`src/rtl/mem16_pkg.sv`:
```
// mem16_pkg: shared state/lane types and default timing constants for the mem16 word port.
package mem16_pkg;
    typedef enum logic [2:0] {STARTUP, IDLE, ISSUE, WAIT_BUSY, WAIT_DONE, RESP} state_t;
    typedef enum logic {LANE_LO, LANE_HI} lane_t;
    localparam int DEF_STARTUP_CYCLES = 2;
    localparam int DEF_TIMEOUT_CYCLES = 15;
endpackage

```
`src/rtl/mem16_byte_port.sv`:
```
// mem16_byte_port: one byte handshake (ISSUE -> WAIT_BUSY -> WAIT_DONE) with a per-byte timeout.
// Ports: aclk/aresetn clock and async active-low reset; start_i launches a byte access;
// mem_ready_i memory ready; strobe_o one-cycle memory strobe; done_o byte finished this cycle;
// abort_o byte timed out this cycle.
module mem16_byte_port
    import mem16_pkg::*;
#(
    parameter int TIMEOUT_CYCLES = DEF_TIMEOUT_CYCLES
) (
    input  logic aclk,
    input  logic aresetn,
    input  logic start_i,
    input  logic mem_ready_i,
    output logic strobe_o,
    output logic done_o,
    output logic abort_o
);
    localparam int CW = $clog2(TIMEOUT_CYCLES) + 1;
    localparam logic [CW-1:0] LAST = CW'(TIMEOUT_CYCLES - 1);
    state_t phase_q, phase_d;
    logic [CW-1:0] cnt_q, cnt_d;
    logic waiting, advance;
    always_comb begin
        waiting  = phase_q == WAIT_BUSY || phase_q == WAIT_DONE;
        strobe_o = phase_q == ISSUE;
        done_o   = phase_q == WAIT_DONE && mem_ready_i;
        advance  = done_o || (phase_q == WAIT_BUSY && !mem_ready_i);
        // the count spans both wait states so the limit applies to the whole byte
        abort_o  = waiting && !advance && cnt_q == LAST;
        cnt_d    = waiting ? cnt_q + 1'b1 : '0;
        phase_d  = phase_q;
        if (done_o || abort_o) phase_d = IDLE;
        else if (phase_q == ISSUE) phase_d = WAIT_BUSY;
        else if (phase_q == WAIT_BUSY && !mem_ready_i) phase_d = WAIT_DONE;
        // a new start may coincide with done so the high byte follows back to back
        if (start_i) phase_d = ISSUE;
    end
    always_ff @(posedge aclk or negedge aresetn) begin
        if (!aresetn) begin
            phase_q <= IDLE;
            cnt_q   <= '0;
        end else begin
            phase_q <= phase_d;
            cnt_q   <= cnt_d;
        end
    end
endmodule

```
`src/rtl/mem16_word_port.sv`:
```
// mem16_word_port: 8/16-bit little-endian request/response port onto an 8-bit strobed memory.
// Ports: aclk/aresetn clock and async active-low reset; rx_req_* / tx_req_ready request channel;
// tx_resp_* / rx_resp_ready response channel; tx_mem_* / rx_mem_* downstream byte memory.
module mem16_word_port
    import mem16_pkg::*;
#(
    parameter int TIMEOUT_CYCLES = DEF_TIMEOUT_CYCLES,
    parameter int STARTUP_CYCLES = DEF_STARTUP_CYCLES
) (
    input  logic        aclk,
    input  logic        aresetn,
    input  logic        rx_req_valid,
    output logic        tx_req_ready,
    input  logic        rx_req_write,
    input  logic        rx_req_word,
    input  logic [15:0] rx_req_addr,
    input  logic [15:0] rx_req_wdata,
    output logic        tx_resp_valid,
    input  logic        rx_resp_ready,
    output logic [15:0] tx_resp_rdata,
    output logic        tx_resp_error,
    output logic        tx_mem_enable,
    output logic        tx_mem_write,
    output logic        tx_mem_strobe,
    output logic [15:0] tx_mem_addr,
    output logic [7:0]  tx_mem_data,
    input  logic [7:0]  rx_mem_data,
    input  logic        rx_mem_ready
);
    localparam int SW = $clog2(STARTUP_CYCLES + 1) + 1;
    localparam logic [SW-1:0] BOOT_LAST = SW'(STARTUP_CYCLES - 1);
    // ISSUE here means "byte engine running"; the engine tracks the finer wait phases
    state_t state_q, state_d;
    lane_t lane_q;
    logic [SW-1:0] boot_cnt_q;
    logic [15:0] addr_q, wdata_q, rdata_q;
    logic write_q, word_q, error_q, enable_q;
    logic accept, more, start, done, abort;
    mem16_byte_port #(.TIMEOUT_CYCLES(TIMEOUT_CYCLES)) u_byte (
        .aclk       (aclk),
        .aresetn    (aresetn),
        .start_i    (start),
        .mem_ready_i(rx_mem_ready),
        .strobe_o   (tx_mem_strobe),
        .done_o     (done),
        .abort_o    (abort)
    );
    always_comb begin
        accept  = state_q == IDLE && rx_req_valid;
        more    = done && word_q && lane_q == LANE_LO;
        start   = accept || more;
        state_d = state_q;
        case (state_q)
            STARTUP: state_d = enable_q && boot_cnt_q == BOOT_LAST ? IDLE : STARTUP;
            IDLE:    state_d = rx_req_valid ? ISSUE : IDLE;
            ISSUE:   state_d = abort || (done && !more) ? RESP : ISSUE;
            RESP:    state_d = rx_resp_ready ? IDLE : RESP;
            default: state_d = STARTUP;
        endcase
    end
    assign tx_req_ready  = state_q == IDLE;
    assign tx_resp_valid = state_q == RESP;
    assign tx_resp_rdata = tx_resp_valid ? rdata_q : '0;
    assign tx_resp_error = tx_resp_valid && error_q;
    assign tx_mem_enable = enable_q;
    assign tx_mem_write  = write_q;
    // 16-bit add wraps 0xFFFF+1 to 0x0000 for the high byte
    assign tx_mem_addr   = addr_q + 16'(lane_q);
    assign tx_mem_data   = lane_q == LANE_HI ? wdata_q[15:8] : wdata_q[7:0];
    always_ff @(posedge aclk or negedge aresetn) begin
        if (!aresetn) begin
            state_q    <= STARTUP;
            lane_q     <= LANE_LO;
            boot_cnt_q <= '0;
            addr_q     <= '0;
            wdata_q    <= '0;
            rdata_q    <= '0;
            write_q    <= 1'b0;
            word_q     <= 1'b0;
            error_q    <= 1'b0;
            enable_q   <= 1'b0;
        end else begin
            state_q  <= state_d;
            enable_q <= 1'b1;
            if (state_q == STARTUP && enable_q) boot_cnt_q <= boot_cnt_q + 1'b1;
            if (accept) begin
                addr_q  <= rx_req_addr;
                wdata_q <= rx_req_wdata;
                write_q <= rx_req_write;
                word_q  <= rx_req_word;
                lane_q  <= LANE_LO;
                rdata_q <= '0;
                error_q <= 1'b0;
            end
            if (done && !write_q && lane_q == LANE_HI) rdata_q[15:8] <= rx_mem_data;
            if (done && !write_q && lane_q == LANE_LO) rdata_q[7:0] <= rx_mem_data;
            if (more) lane_q <= LANE_HI;
            if (abort) begin
                error_q <= 1'b1;
                rdata_q <= '0;
            end
        end
    end
endmodule

```
`config.mk`:
```
export PLATFORM = sky130hd
export DESIGN_NAME = mem16_word_port
export DESIGN_NICKNAME = d
export VERILOG_FILES = /design/src/rtl/mem16_pkg.sv /design/src/rtl/mem16_byte_port.sv /design/src/rtl/mem16_word_port.sv
export SDC_FILE = /design/constraint.sdc
export NUM_CORES = 1
export LEC_CHECK = 0
export ABC_AREA = 0
export BUFFER_PORTS_ARGS = -buffer_cell sky130_fd_sc_hd__buf_2
export CORE_ASPECT_RATIO = 1.75
export CORE_MARGIN = 8
export CORE_UTILIZATION = 56
export DETAILED_ROUTE_END_ITERATION = 8
export PLACE_DENSITY_LB_ADDON = 0.25
export REMOVE_ABC_BUFFERS = 1
export SYNTH_ARGS = -nofsm -noshare
export SYNTH_HDL_FRONTEND = slang
export SYNTH_SLANG_ARGS = --single-unit
```
`constraint.sdc`:
```
create_clock -name aclk -period 3.8 [get_ports aclk]
set_input_delay 0.57 -clock aclk [delete_from_list [all_inputs] [get_ports aclk]]
set_output_delay 0.57 -clock aclk [all_outputs]
set_load 0.05 [all_outputs]
```
Word level (Yosys, flattened, before mapping)
Cells that the tools add are included.
{"block": "classes", "addsub": 3, "multipliers": 0, "div": 0, "magnitude_cmp": 0, "eq_ne": 8, "shifts": 0, "n_mux": 19, "n_bitwise": 1, "n_reduce_logical": 29}
{"op": "16-bit 2-to-1 mux", "n": 3}
{"op": "8-bit 2-to-1 mux", "n": 3}
{"op": "3-bit 2-to-1 mux", "n": 6}
{"op": "16-bit by 1-bit adder with 16-bit output", "n": 1}
{"op": "1-bit logical AND", "n": 14}
{"op": "3-bit one-hot mux with 4 select lines", "n": 1}
{"op": "3-bit by 2-bit equality test with 1-bit output, second input constant", "n": 3}
{"op": "3-bit by 1-bit equality test with 1-bit output, second input constant", "n": 2}
{"op": "3-bit equality test, second input constant", "n": 2}
{"op": "3-bit nonzero test", "n": 2}
{"op": "5-bit by 1-bit adder with 5-bit output, second input constant", "n": 1}
{"op": "5-bit by 4-bit equality test with 1-bit output, second input constant", "n": 1}
{"op": "1-bit logical OR", "n": 5}
{"op": "5-bit 2-to-1 mux", "n": 1}
{"op": "1-bit zero test", "n": 4}
{"op": "1-bit 2-to-1 mux", "n": 4}
{"op": "2-bit nonzero test", "n": 2}
{"op": "4-bit nonzero test", "n": 1}
{"op": "3-bit by 1-bit adder with 3-bit output, second input constant", "n": 1}
{"op": "3-bit zero test", "n": 1}
{"op": "2-bit 2-to-1 mux", "n": 1}
{"op": "1-bit NOT", "n": 1}
{"block": "word_totals", "ff_bits": 67, "latch_bits": 0, "mem_bits_rw": 0, "romBits": 0, "in_bits": 47, "out_inout_bits": 46, "word_cells": 73, "memories": 0}

Logic depth before layout (Yosys ltp)
Gate-level depths: netlist of run 1.
{"block": "depth", "word_depth": 9, "depth_mapped": 6, "ltp_nobuf": 6}

Hierarchy
Synthesis of run 1 repeated with hierarchy kept, for this count alone.
{"block": "hier_totals", "hier_cells": 354, "area_unflattened_um2": 3299.4}
{"mod": "mem16_word_port", "instances": 1, "cells_per_inst": 308, "area_each_um2": 2846.5, "seq_area_each_um2": 1476.4}
{"mod": "mem16_byte_port", "instances": 1, "cells_per_inst": 46, "area_each_um2": 452.9, "seq_area_each_um2": 201.4}

Worst setup path before layout of run 1
No wires, ideal clock.
{"block": "synth_timing", "kind": "reg2out", "start": "reg lane_q", "end": "out tx_mem_addr[10]", "t_arrival_ps": 2020, "t_required_ps": 3230, "slack_ps": 1210, "path_stages_with_launch": 7, "n_path_buf": 0, "path_cell_list": "dfrtp_1 -> ha_1 -> ha_1 -> nand3_1 -> nor2_1 -> and4_1 -> xor2_1"}
{"block": "synth_via", "elab_chain_len": 1}
{"item": "start: declaration", "line": "mem16_word_port.sv:34", "rtl": "lane_t lane_q;"}
{"item": "start signal: assignment", "line": "mem16_word_port.sv:73", "rtl": "lane_q <= LANE_LO;"}
{"item": "start signal: assignment", "line": "mem16_word_port.sv:91", "rtl": "lane_q <= LANE_LO;"}
{"item": "start signal: assignment", "line": "mem16_word_port.sv:97", "rtl": "if (more) lane_q <= LANE_HI;"}
{"item": "16-bit by 1-bit adder with 16-bit output", "line": "mem16_word_port.sv:68", "rtl": "assign tx_mem_addr = addr_q + 16'(lane_q);"}
{"item": "end: declaration", "line": "mem16_word_port.sv:25", "rtl": "output logic [15:0] tx_mem_addr,"}
Every way passes these cells.

Final worst setup path of run 1
Same ends and word-level chain as after synthesis.

==> results of run 1 <==
==> cell families (layout without fill, tap and decap cells) <==
logic type	after synthesis	count (layout)	share of synthesized area, %
muxes	9	9	3.06
DFF	67	67	51.3
xor gates and xnor gates	19	19	5.09
adders and majority gates	6	6	2.30
buffers and inverters	23	115	3.02
and+or+nand+nor	209	209	29.2
other	1	1	0.115
AOI/OAI and AO/OA	31	31	5.93
==> state kept, by name, indices dropped and copies added (netlist names) <==
register        flops
addr_q             16
boot_cnt_q          3
error_q             1
lane_q              1
rdata_q            16
state_q             3
tx_mem_enable       1
tx_mem_write        1
u_byte.cnt_q        5
u_byte.phase_q      3
wdata_q            16
word_q              1
==> worst register-to-register path: stages (launching register included) <==
cell and delay [ps]:
dfrtp_1 420, nor2b_1 800, and2_1 320, buf_4 350
o21ai_0 150
==> final cells by class <==
cell class / count / area [µm²] / area share [%]
Tap cell: 78 / 97.6 / 2.45
Clock inverter: 2 / 35.0 / 0.881
Clock buffer: 12 / 165 / 4.15
Inverter: 5 / 18.8 / 0.472
Sequential cell: 67 / 1680 / 42.2
Multi-Input combinational cell: 275 / 1490 / 37.5
Timing Repair Buffer: 96 / 490 / 12.3
==> power by group through the flow <==
stage,combinational [W],clock [W],sequential (W)
finish,0.00131,0.000597,0.00124
floorplan,0.00103,0,0.00120
global route,0.00143,0.000652,0.00128
global placement,0.00130,0,0.00123
detailed placement,0.00133,0,0.00125
CTS,0.00133,0.000614,0.00124
==> layout by cell type (no fill, tap or decap), types with 2 or more instances in the layout <==
| cell type | instances |
|---|---|
| dfrtp_1 | 66 |
| nand3_1 | 25 |
| nand2_1 | 128 |
| nor3_1 | 3 |
| and2_1 | 2 |
| nor2_1 | 13 |
| nand4b_1 | 2 |
| xnor2_1 | 10 |
| a21oi_1 | 18 |
| buf_2 | 92 |
| inv_1 | 5 |
| nand3b_1 | 4 |
| nand4_1 | 2 |
| nor2b_1 | 5 |
| a211oi_1 | 2 |
| buf_4 | 4 |
| o21ai_0 | 2 |
| ha_1 | 6 |
| xor2_1 | 9 |
| clkbuf_8 | 12 |
| mux2_2 | 8 |
| a21o_1 | 3 |
| and3_1 | 17 |
==> Yosys cell counts, drive strengths merged (6+ instances only) <==
| master | n | area share, % |
|---|---|---|
| a21oi | 19 | 3.3 |
| nand3 | 25 | 3.8 |
| nand2 | 128 | 15 |
| xor2 | 9 | 2.4 |
| mux2 | 8 | 2.8 |
| ha | 6 | 2.3 |
| and3 | 17 | 3.3 |
| dfrtp | 66 | 50 |
| xnor2 | 10 | 2.7 |
| nor2 | 13 | 1.5 |
| clkbuf | 13 | 1.5 |
==> path summary, 6_finish.rpt <==
kind / from / end / slack (ps) / depth (start not counted)
setup / recovery: lane_q$_DFFE_PN0P_ / tx_mem_addr[10] / 660 / 7
hold / removal: aresetn / addr_q[2]$_DFFE_PN0P_ / 240 / 2
setup reg to reg: state_q[1]$_DFF_PN0_ / addr_q[4]$_DFFE_PN0P_ / 1630 / 4
hold reg to reg: wdata_q[7]$_DFFE_PN0P_ / wdata_q[7]$_DFFE_PN0P_ / 470 / 2
max in group asynchronous: aresetn / boot_cnt_q[1]$_DFFE_PN0P_ / 3150 / 2
min in group aclk: rx_req_addr[10] / addr_q[10]$_DFFE_PN0P_ / 420 / 3
==> layer usage <==
metal	GRT usage (%)	share of wire, %
met5	0	0
met4	9.93	2.1
met3	6.40	5.9
met2	32.2	52
met1	20.9	40
==> through the flow <==
step,instance area [µm²],hold WS [ps]
2_1_floorplan,3190,274
3_3_place_gp,3780,452
3_5_place_dp,3780,459
4_1_cts,3980,227
5_1_grt,3980,248
6_report,3980,239
==> impl_metrics.toml, run 1 <==
[run_status]
status = "finished, final reports clean"

[power]
p_comb_share_pct = 41.7
p_per_area_mw_per_mm2 = 793
ir_drop_mv = 0.419
power_switching_w = 0.00140
clkPwrFrac_pct = 18.9
power.internal_w = 0.00176
swShare_pct = 44.3
seqPwrFrac_pct = 39.4
p_leak_nw = 2.17
design_power_total_w = 0.00315

[sta]
relSlewSlack_pct = 32.2
clock-skew-final_ps = 3.98
maxSlewViolCount = 0
rsz0062_at_grt = "false"
setup_viol = 0
timing.fmax_mhz = 319
tightestPinTransition_ps = 1010
hold_viol = 0
min_period_ps = 3140
fin_crit_sh_pct = 82.6
fin_ws_ps = 662
tns_ps = 0

[final_layout]
layout-drive-gt1-share_pct = 26.9
utilization_pct = 69.3
fill_cells = 514
synthToLayoutAreaGrowth_pct = 21.7
final_cells = 535
nets = 507
antenna_cells = 0

[placed_design]
place_congestion = 0.833
dp_hpwl_um = 5770
post-place-ws_ps = 998
dp_cells = 521
numPortBuffers = 92

[setup_path]
endpoint_kind = "output port"
slowest_delay_ps = 690
startpoint_type = "register"
crit_type = "register to output port"
crit_slowest_cell = "dfrtp_1"
crit_arrival_ps = 2570
crit_path_frequent_cell = "ha_1"
cp_cell_sequence = "ha_1, ha_1, nand3_1, nor2_1, and4_1, xor2_1, buf_2"
cpLargestDelayFamily = "flip-flops"
worst-path-buf-inv = 1
cp_max_fo = 15
crit_required_ps = 3230

[detailed_routing]
wl_um = 7820
vias_per_cell = 5.26
drtIter0Drc = 144
vias = 2813
drt-wirelength-per-cell_um = 14.6
drc = 0
drtPass1Iterations = 6
antenna_left = 0

[synthesis]
synth.cell_area_mm2 = 0.00327
syn-instance-count = 365
ys_async_sr_fraction_pct = 100
ys_seq_elements = 67
synth_area_per_cell_um2 = 8.96
synth_warnings = 0
ys_seq_area_share_pct = 51.3
synth-edff-count = 0
yosysUniqueCellTypes = 42
yosys_most_used_dff = "dfrtp_1"

[global_routing]
grt_pass1_wl_um = 12700
grt_pass1_vias = 2839
track_usage_pct = 19.3
grt_overflow = 0
grt_max_degree = 53
antenna_found_initial = 0

[floorplanning]
start_util_pct = 57.0
die_h_um = 117
dieWidth_um = 73.8
row_count = 37
ios = 93
coreArea_mm2 = 0.00574
dieArea_mm2 = 0.00864

[cts]
insertion_delay_ps = 340
htreeDepth = 3
numCtsBuffers = 9
cts_max_path_buffers = 2
postCtsHoldBufs = 0
cts_tree = "done"
path_clk_slew_ps = 70
ctsResizeCount = 0
clockRootBuffer = "clkbuf_8"
cts_setup_buffers = 0
clock-sinks = 67

[job]
maxCapViolCount = 0

[hold_path]
hold_class = "input pin to asynchronous set/reset pin"
(Power assumes the default switching activity.)
==> inputs of run 2 (changes only) <==
Settings changed: CORE_UTILIZATION 56 to 52.
Clock period 3.8 ns to 3.25 ns, I/O delays scaled along.
==> impl_metrics.toml, run 2 (synthesized netlist as in run 1, its figures left out) <==
[run_status]
status = "finished, final reports clean"

[final_layout]
layout-drive-gt1-share_pct = 27.3
final_common_cell = "nand2_1"
nets = 509
synthToLayoutAreaGrowth_pct = 21.6
antenna_cells = 0
most-common-layout-cells = "128 x nand2_1, 92 x buf_2, 66 x dfrtp_1"
fill_cells = 529
reg_top3 = "addr_q (16), rdata_q (16), wdata_q (16)"

[job]
maxCapViolCount = 0

[sta]
min_period_ps = 2590
tns_ps = 0
hold_viol = 0
fin_hold_ws_ps = 283
tightestPinTransition_ps = 933
fin_crit_sh_pct = 79.6
setup_viol = 0
rsz0062_at_grt = "false"
timing.fmax_mhz = 386
maxSlewViolCount = 0
relSlewSlack_pct = 37.8
clock-skew-final_ps = 7.98

[global_routing]
antenna_found_initial = 0
grt_pass1_wl_um = 13300
track_usage_pct = 17.8
grt_overflow = 0
grt_pass1_vias = 2890
grt_max_degree = 53

[power]
ir_drop_mv = 0.415
p_leak_nw = 2.16
p_per_area_mw_per_mm2 = 911

[placed_design]
place_congestion = 0.880
numPortBuffers = 92
dp_hpwl_um = 5840

[detailed_routing]
drt-wirelength-per-cell_um = 14.5
drtPass1Iterations = 4
route.met2.wl_um = 4110
wl_um = 7870
met1_length_um = 3130
drtIter0Drc = 182
vias = 2770
antenna_left = 0
drc = 0
routed-wl-met3_um = 420
vias_per_cell = 5.12
top_layer = "met4"

[cts]
postCtsHoldBufs = 0
cts_tree = "done"
htreeDepth = 3
cts_setup_buffers = 0
clockRootBuffer = "clkbuf_8"
numCtsBuffers = 9
insertion_delay_ps = 340
path_clk_slew_ps = 70
clock-sinks = 67
cts_max_path_buffers = 2
ctsResizeCount = 0

[setup_path]
crit_required_ps = 2760
crit_type = "register to output port"
startpoint_type = "register"
endpoint_kind = "output port"
crit_arrival_ps = 2100
cp_max_fo = 4

[floorplanning]
row_count = 38
dieWidth_um = 76.0
coreArea_mm2 = 0.00613
die_h_um = 121
ios = 93
dieArea_mm2 = 0.00918
start_util_pct = 53.3

[hold_path]
hold_class = "input pin to asynchronous set/reset pin"
run 2: cell types whose count changed in the layout (fill, tap and decap cells not counted):
| cell | delta |
|---|---|
| buf_4 | +2 |
| clkinvlp_4 | +2 |
| bufinv_16 | -1 |
| clkbuf_1 | +1 |
| clkbuf_8 | -1 |
| clkinv_2 | +1 |
run 2: where the power goes:
part / internal [W] / leakage [nW] / total [W] / switching [W]
Clock: 0.000316 / 0.0884 / 0.000618 / 0.000303
Combinational: 0.000491 / 1.21 / 0.00157 / 0.00108
Sequential: 0.00117 / 0.867 / 0.00143 / 0.000264
run 2: path summary, 6_finish.rpt:
kind | from | to | slack, ps | depth (start not counted)
worst min-delay path | aresetn | rdata_q[10]$_DFFE_PN0P_ | 280 | 1
worst max register to register | u_byte.phase_q[1]$_DFFE_PN0P_ | state_q[1]$_DFF_PN0_ | 1290 | 4
worst min register to register | boot_cnt_q[2]$_DFFE_PN0P_ | boot_cnt_q[2]$_DFFE_PN0P_ | 470 | 1
worst max-delay path | lane_q$_DFFE_PN0P_ | tx_mem_addr[10] | 660 | 7
min in group aclk | rx_req_addr[10] | addr_q[10]$_DFFE_PN0P_ | 330 | 3
max in group asynchronous | aresetn | addr_q[3]$_DFFE_PN0P_ | 2200 | 2
run 2: worst max-delay path, stage by stage, from the launching register on:
cell and delay, ps:
dfrtp_1 350, ha_1 190, ha_1 180, nand3_1 170, nor2_1 220, and4_1 230
xor2_1 140, buf_2 280
run 2: layout make-up:
| class | count | area [µm²] | share of cell area [%] |
|---|---|---|---|
| clock inverter | 4 | 25.0 | 0.629 |
| sequential | 67 | 1680 | 42.2 |
| inverter | 5 | 18.8 | 0.472 |
| multi-input combinational | 275 | 1490 | 37.6 |
| tap | 80 | 100 | 2.52 |
| clock buffer | 12 | 155 | 3.90 |
| timing repair buffer | 98 | 505 | 12.7 |
run 2: per-layer routing:
metal,track usage [%],vias to the layer above
li1,-,1380
met5,0,-
met2,31.2,69
met1,18.5,1302
met4,9.63,0
met3,5.34,19
run 2: through the flow:
stage	util, %	cells	setup WS, ps	area, µm²	power, W
floorplan	-	347	512	3190	0.00261
global placement	61.9	525	1050	3800	0.00298
detailed placement	61.9	525	989	3800	0.00303
CTS	64.8	541	613	3980	0.00366
global route	64.8	541	477	3980	0.00388
finish	64.8	541	662	3980	0.00362
